<file path="src/rtl/conv_sched_pkg.sv">
// Shared sensor package: scheduler state encoding and default parameter values.
package conv_sched_pkg;

  localparam int DEF_WAKE_CYC   = 4;
  localparam int DEF_DISCARD    = 2;
  localparam int DEF_NSAMP_LOG2 = 8;
  localparam int DEF_TIMEOUT    = 1023;

  typedef enum logic [2:0] {
    ST_IDLE,
    ST_WAKE,
    ST_SETTLE,
    ST_ACCUM,
    ST_DONE
  } state_e;

endpackage

</file>
<file path="src/rtl/conv_sched_accum.sv">
// Sample counter, ones accumulator and inter-pulse watchdog for one conversion.
// Everything is held at zero whenever the scheduler is outside SETTLE/ACCUM.
module conv_accum #(
  parameter int NSAMP_LOG2 = 8,
  parameter int TIMEOUT    = 1023
) (
  input  logic                  clk,
  input  logic                  reset,
  input  logic                  run,          // SETTLE or ACCUM: watchdog active
  input  logic                  accum_en,     // ACCUM: samples are counted
  input  logic                  core_valid,
  input  logic                  core_bit,
  output logic                  last_sample,  // this pulse is the final sample
  output logic                  timeout,      // next cycle is TIMEOUT cycles after the last pulse
  output logic [NSAMP_LOG2:0]   acc_next      // accumulator including the current bit
);

  localparam int WD_W = $clog2(TIMEOUT + 1);

  logic [NSAMP_LOG2-1:0] samp_q, samp_d;
  logic [NSAMP_LOG2:0]   acc_q, acc_d;
  logic [WD_W-1:0]       wd_q, wd_d;

  // Next-state logic for counter, accumulator and watchdog.
  // wd_q counts cycles elapsed since the last core_valid (the pulse cycle is 0).
  always_comb begin
    // NOTE: every variable gets a default before any branch, so no path leaves it unassigned and no latch is inferred.
    samp_d      = samp_q;
    acc_d       = acc_q;
    wd_d        = wd_q;
    acc_next    = acc_q + (NSAMP_LOG2 + 1)'(core_bit);
    last_sample = run && accum_en && core_valid && (samp_q == '1);
    timeout     = run && !core_valid && (wd_q == WD_W'(TIMEOUT - 1));
    if (!run) begin
      samp_d = '0;
      acc_d  = '0;
      wd_d   = '0;
    end else begin
      wd_d = core_valid ? WD_W'(1) : wd_q + WD_W'(1);
      if (accum_en && core_valid) begin
        samp_d = samp_q + NSAMP_LOG2'(1);
        acc_d  = acc_next;
      end
    end
  end

  // State registers with synchronous reset.
  always_ff @(posedge clk) begin
    // NOTE: sequential state uses non-blocking assignments so every flop samples pre-edge values regardless of statement order.
    if (reset) begin
      samp_q <= '0;
      acc_q  <= '0;
      wd_q   <= '0;
    end else begin
      samp_q <= samp_d;
      acc_q  <= acc_d;
      wd_q   <= wd_d;
    end
  end

endmodule

</file>
<file path="src/rtl/conv_sched.sv">
// Conversion scheduler: arbitrates host/timer requests, sequences the sensor
// core through wake, settle and accumulation, and publishes the ones count.
module conv_sched
  import conv_sched_pkg::*;
#(
  parameter int WAKE_CYC   = DEF_WAKE_CYC,
  parameter int DISCARD    = DEF_DISCARD,
  parameter int NSAMP_LOG2 = DEF_NSAMP_LOG2,
  parameter int TIMEOUT    = DEF_TIMEOUT
) (
  input  logic                clk,
  input  logic                reset,
  input  logic                req_host,
  input  logic                req_tmr,
  input  logic                core_valid,
  input  logic                core_bit,
  output logic                core_rst,
  output logic                busy,
  output logic                done,
  output logic                err,
  output logic                grant_src,
  output logic [NSAMP_LOG2:0] result
);

  // Shared phase counter: wake cycles in WAKE, discarded pulses in SETTLE.
  localparam int PH_MAX = (WAKE_CYC > DISCARD) ? WAKE_CYC : DISCARD;
  localparam int CNT_W  = $clog2(PH_MAX + 1);

  state_e               state_q, state_d;
  logic                 pend_host_q, pend_host_d;
  logic                 pend_tmr_q, pend_tmr_d;
  logic [CNT_W-1:0]     ph_cnt_q, ph_cnt_d;
  logic                 grant_src_q, grant_src_d;
  logic [NSAMP_LOG2:0]  result_q, result_d;
  logic                 busy_q, busy_d;
  logic                 done_q, done_d;
  logic                 err_q, err_d;
  logic                 core_rst_q, core_rst_d;

  logic                 last_sample;
  logic                 timeout;
  logic [NSAMP_LOG2:0]  acc_next;

  conv_accum #(
    .NSAMP_LOG2 (NSAMP_LOG2),
    .TIMEOUT    (TIMEOUT)
  ) u_accum (
    .clk         (clk),
    .reset       (reset),
    .run         ((state_q == ST_SETTLE) || (state_q == ST_ACCUM)),
    .accum_en    (state_q == ST_ACCUM),
    .core_valid  (core_valid),
    .core_bit    (core_bit),
    .last_sample (last_sample),
    .timeout     (timeout),
    .acc_next    (acc_next)
  );

  // Sequencing, arbitration and output decode; outputs follow the next state
  // so they are registered yet aligned with the state they describe.
  always_comb begin
    state_d     = state_q;
    pend_host_d = pend_host_q | req_host;
    pend_tmr_d  = pend_tmr_q | req_tmr;
    ph_cnt_d    = ph_cnt_q;
    grant_src_d = grant_src_q;
    result_d    = result_q;
    err_d       = 1'b0;
    case (state_q)
      ST_IDLE: begin
        // A request arriving in the very cycle its source is granted is served by that grant.
        if (pend_host_q) begin
          grant_src_d = 1'b1;
          pend_host_d = 1'b0;
          ph_cnt_d    = '0;
          state_d     = ST_WAKE;
        end else if (pend_tmr_q) begin
          grant_src_d = 1'b0;
          pend_tmr_d  = 1'b0;
          ph_cnt_d    = '0;
          state_d     = ST_WAKE;
        end
      end
      ST_WAKE: begin
        if (ph_cnt_q == CNT_W'(WAKE_CYC - 1)) begin
          ph_cnt_d = '0;
          state_d  = (DISCARD == 0) ? ST_ACCUM : ST_SETTLE;
        end else begin
          ph_cnt_d = ph_cnt_q + CNT_W'(1);
        end
      end
      ST_SETTLE: begin
        if (timeout) begin
          err_d   = 1'b1;
          state_d = ST_DONE;
        end else if (core_valid) begin
          if (ph_cnt_q == CNT_W'(DISCARD - 1)) begin
            ph_cnt_d = '0;
            state_d  = ST_ACCUM;
          end else begin
            ph_cnt_d = ph_cnt_q + CNT_W'(1);
          end
        end
      end
      ST_ACCUM: begin
        if (timeout) begin
          err_d   = 1'b1;
          state_d = ST_DONE;
        end else if (last_sample) begin
          result_d = acc_next;
          state_d  = ST_DONE;
        end
      end
      ST_DONE: begin
        ph_cnt_d = '0;
        state_d  = ST_IDLE;
      end
      default: state_d = ST_IDLE;
    endcase
    done_d     = (state_d == ST_DONE);
    busy_d     = (state_d != ST_IDLE);
    core_rst_d = (state_d == ST_IDLE) || (state_d == ST_WAKE) || (state_d == ST_DONE);
  end

  // Registered state and outputs; reset parks the core and drops all requests.
  always_ff @(posedge clk) begin
    if (reset) begin
      state_q     <= ST_IDLE;
      pend_host_q <= 1'b0;
      pend_tmr_q  <= 1'b0;
      ph_cnt_q    <= '0;
      grant_src_q <= 1'b0;
      result_q    <= '0;
      busy_q      <= 1'b0;
      done_q      <= 1'b0;
      err_q       <= 1'b0;
      core_rst_q  <= 1'b1;
    end else begin
      state_q     <= state_d;
      pend_host_q <= pend_host_d;
      pend_tmr_q  <= pend_tmr_d;
      ph_cnt_q    <= ph_cnt_d;
      grant_src_q <= grant_src_d;
      result_q    <= result_d;
      busy_q      <= busy_d;
      done_q      <= done_d;
      err_q       <= err_d;
      core_rst_q  <= core_rst_d;
    end
  end

  assign core_rst  = core_rst_q;
  assign busy      = busy_q;
  assign done      = done_q;
  assign err       = err_q;
  assign grant_src = grant_src_q;
  assign result    = result_q;

endmodule

</file>
<file path="config.mk">
export PLATFORM = sky130hd
export DESIGN_NAME = conv_sched
export DESIGN_NICKNAME = d
export VERILOG_FILES = /design/src/rtl/conv_sched_pkg.sv /design/src/rtl/conv_sched_accum.sv /design/src/rtl/conv_sched.sv
export SDC_FILE = /design/constraint.sdc
export NUM_CORES = 1
export LEC_CHECK = 0
export CORE_MARGIN = 3
export CORE_UTILIZATION = 51
export DETAILED_ROUTE_END_ITERATION = 16
export GPL_ROUTABILITY_DRIVEN = 0
export PLACE_DENSITY = 0.75
export SLEW_MARGIN = 25
export SYNTH_ARGS = -nofsm -noshare
export SYNTH_HDL_FRONTEND = slang
export SYNTH_SLANG_ARGS = --single-unit
</file>
<file path="constraint.sdc">
create_clock -name clk -period 1.6 [get_ports clk]
set_clock_uncertainty 0.1 [all_clocks]
set_input_delay 0.32 -clock clk [delete_from_list [all_inputs] [get_ports clk]]
set_output_delay 0.32 -clock clk [all_outputs]
set_load 0.01 [all_outputs]
</file>
==> summary.md <==
| Metric | Value |
|---|---|
| Sequential-to-total area share from yosys stat | 43.3% |
| Synth Flop Type | dfxtp_1 |
| Nets | 317 |
| Synth unique cells | 42 |
| Slowest CP cell | dfxtp_2 |
| RSZ-0062 raised after global routing | yes |
| Cell with the most instances after synthesis | dfxtp_1 |
| TNS Setup | 0 ps |
| Met3 usage | 3.44% |
| Critical path arrival | 1720 ps |
| Root buffer cell | clkbuf_8 |
| Static Leak | 1.13 nW |
| Hold Path Class | reg2reg |
| Worst hold slack | 381 ps |
| Yosys reg bits | 49 |
| Global-route wire length before repair | 7980 µm |
| Area Overhead vs Synth | 31.2% |
| Worst-path fanout max | 8 |
| Actual slew at the worst max-slew pin | 481 ps |
| Post-CTS Hold Buffers | 0 |
| Share of post-route cells with drive strength above 1 | 24.8% |
| Dpl ws | -521 ps |
| Number of flops mapped to enable cells by yosys | 0 |
| Final WS setup | 5.27 ps |
| Drt first-iter violations | 102 |
| Mapped cell area | 2270 µm² |
| Worst setup SP type | flip-flop |
| Area contributors post-synth | dfxtp_1 (43%), nor2_1 (6.8%), xnor2_1 (5.8%) |
| Post-route ant nets | 0 |
| Final Hold Fails | 0 |
| WL/cell | 13.6 µm |
| P per Cell Area | 738 nW/µm² |
| Congestion Overflow GR | 0 |
| Vias per cell | 5.39 |
| Yosys top cell by area | dfxtp_1 |
| Yosys top cell area share | 43.3% |
| Largest net degree at the start of global routing | 18 |
| Rel. slew slack | 67.7% |
| Final Critical Period | 1590 ps |
| Met1 usage | 24.0% |
| CP top delay family | simple AND/OR/NAND/NOR gates |
| Endpoint class of the critical path | flip-flop |
| Final worst path period share | 99.7% |
| Post-synth net total | 269 |
| WP buf/inv | 2 |
| Clock sink count | 49 |
| Die Span Y | 72.7 µm |
| Crit path required time | 1730 ps |
| Cts bufs inserted | 5 |
| Core area | 4140 µm² |
| Commonest cells post-synth | dfxtp_1 (49), nor2_1 (41), nand2_1 (18), xnor2_1 (15) |
| CP max stage delay | 360 ps |
| Clock Pin Slew Worst Setup and Hold Paths | 90 ps |
| Pwr Total | 0.00219 W |
| Drt total wl | 4770 µm |
| Max clock buf depth | 2 |
| Yosys warnings | 0 |
| Cells along the critical path | ha_4, nand2_4, nor4_4, buf_6, buf_6, nor2_2, a211oi_2 |
| Core Util, Final | 71.8% |
| Htree depth | 2 |
| Clock latency at the later pin of the worst-skew pair | 300 ps |
| Met2 usage in global routing | 31.8% |
| Syn_area_per_cell | 8.96 µm² |
| Max VDD drop | 0.529 mV |
| # IOs | 20 |
| Die X | 72.7 µm |
| # fillers | 314 |
| Final slew viol count | 0 |
| Vias | 1896 |
| # port buffers | 19 |
| Max-capacitance violation count | 0 |
| Crit path top cell by count | buf_6 |
| Starting Density | 54.7% |
| Final setup vio count | 0 |
| Async S/R FF share, synth | 0% |
| Initial antenna violation count | 0 |
| Most Used Layer, Global Route | met2 |
| DRT Pass-1 Iters | 4 |
| DP HPWL | 3160 µm |
| CTS tree | yes |
| Total Routing Usage GR | 19.0% |
| Fmax achieved | 627 MHz |
| Vias in the first global route | 1799 |
| Status | complete, no violations |
| Row cnt | 23 |
| Number of diodes | 0 |
| Die Area | 5280 µm² |
| DRC Markers | 0 |
| Post-synthesis cell count | 253 |
| Setup Crit Path Kind | reg2reg |
==> sequential cells by signal, summed over array words and instances (netlist names) <==
| register | cells |
|---|---|
| busy | 1 |
| core_rst | 1 |
| done | 1 |
| err | 1 |
| grant_src | 1 |
| pend_host_q | 1 |
| pend_tmr_q | 1 |
| ph_cnt_q | 3 |
| result | 9 |
| state_q | 3 |
| u_accum.acc_q | 9 |
| u_accum.samp_q | 8 |
| u_accum.wd_q | 10 |
==> path summary, 6_finish.rpt <==
| kind | from | endpoint | slack [ps] | cells past startpoint |
|---|---|---|---|---|
| worst min-delay path | ph_cnt_q[1] | ph_cnt_q[1] | 380 | 2 |
| worst max-delay path | u_accum.samp_q[0] | result[5] | 5 | 7 |
| worst min register to register | ph_cnt_q[1] | ph_cnt_q[1] | 380 | 2 |
| worst max register to register | u_accum.samp_q[0] | result[5] | 5 | 7 |
==> through the flow <==
| step | instances | area [µm²] |
|---|---|---|
| floorplan | 253 | 2300 |
| global placement | 338 | 2700 |
| detailed placement | 338 | 2700 |
| CTS | 351 | 2920 |
| global route | 352 | 2980 |
| finish | 352 | 2980 |
==> metal layers <==
metal	routed length [µm]	vias to the layer above	part of all wire [%]
met2	2330	25	49
li1	-	970	-
met5	0	-	0
met1	2250	894	47
met3	124	7	2.6
met4	66	0	1.4
==> power breakdown <==
part,switching [W],internal (W)
registers,0.0000144,0.00123
clock network,0.000406,0.000391
logic,0.0000713,0.0000782
total,0.000492,0.00170
==> layout by cell type (no fill, tap or decap), drive strengths merged, types with 10 or more instances in the layout <==
master       netlist  layout
nor2              42      42
nand2             18      18
a21oi             10      10
buf                2      32
ha                10      10
xnor2             15      15
dfxtp             49      49
dlygate4sd2        0      11
==> area by class of cell <==
type / count / area, µm² / share of cell area [%]
timing repair buffer: 51 / 449 / 15.1
multi-input combinational: 185 / 1340 / 44.9
inverter: 9 / 33.8 / 1.14
clock buffer: 7 / 96.3 / 3.24
tap: 50 / 62.6 / 2.10
clock inverter: 1 / 5.00 / 0.168
sequential: 49 / 992 / 33.3
==> worst reg2reg max path, stage by stage (launching register included) <==
cell and delay [ps]:
dfxtp_2 360, ha_4 160, nand2_4 60, nor4_4 360, buf_6 190, buf_6 110, nor2_2 40, a211oi_2 150
==> cells by family after synthesis <==
logic type	Yosys count	share of synthesized area, %
simple gates	112	25.5
flops	49	43.3
compound gates	35	11.1
xor+xnor	24	9.27
buf+inv	19	3.53
fa+ha+maj	10	5.52
mux	4	1.82
==> timing repair <==
item                       in CTS  in global routing
setup buffers                   5                  1
resized for setup              28                 14
pin swaps                       8                  8
setup endpoints to repair      32                 26
Power figures use the tool's default switching activity.
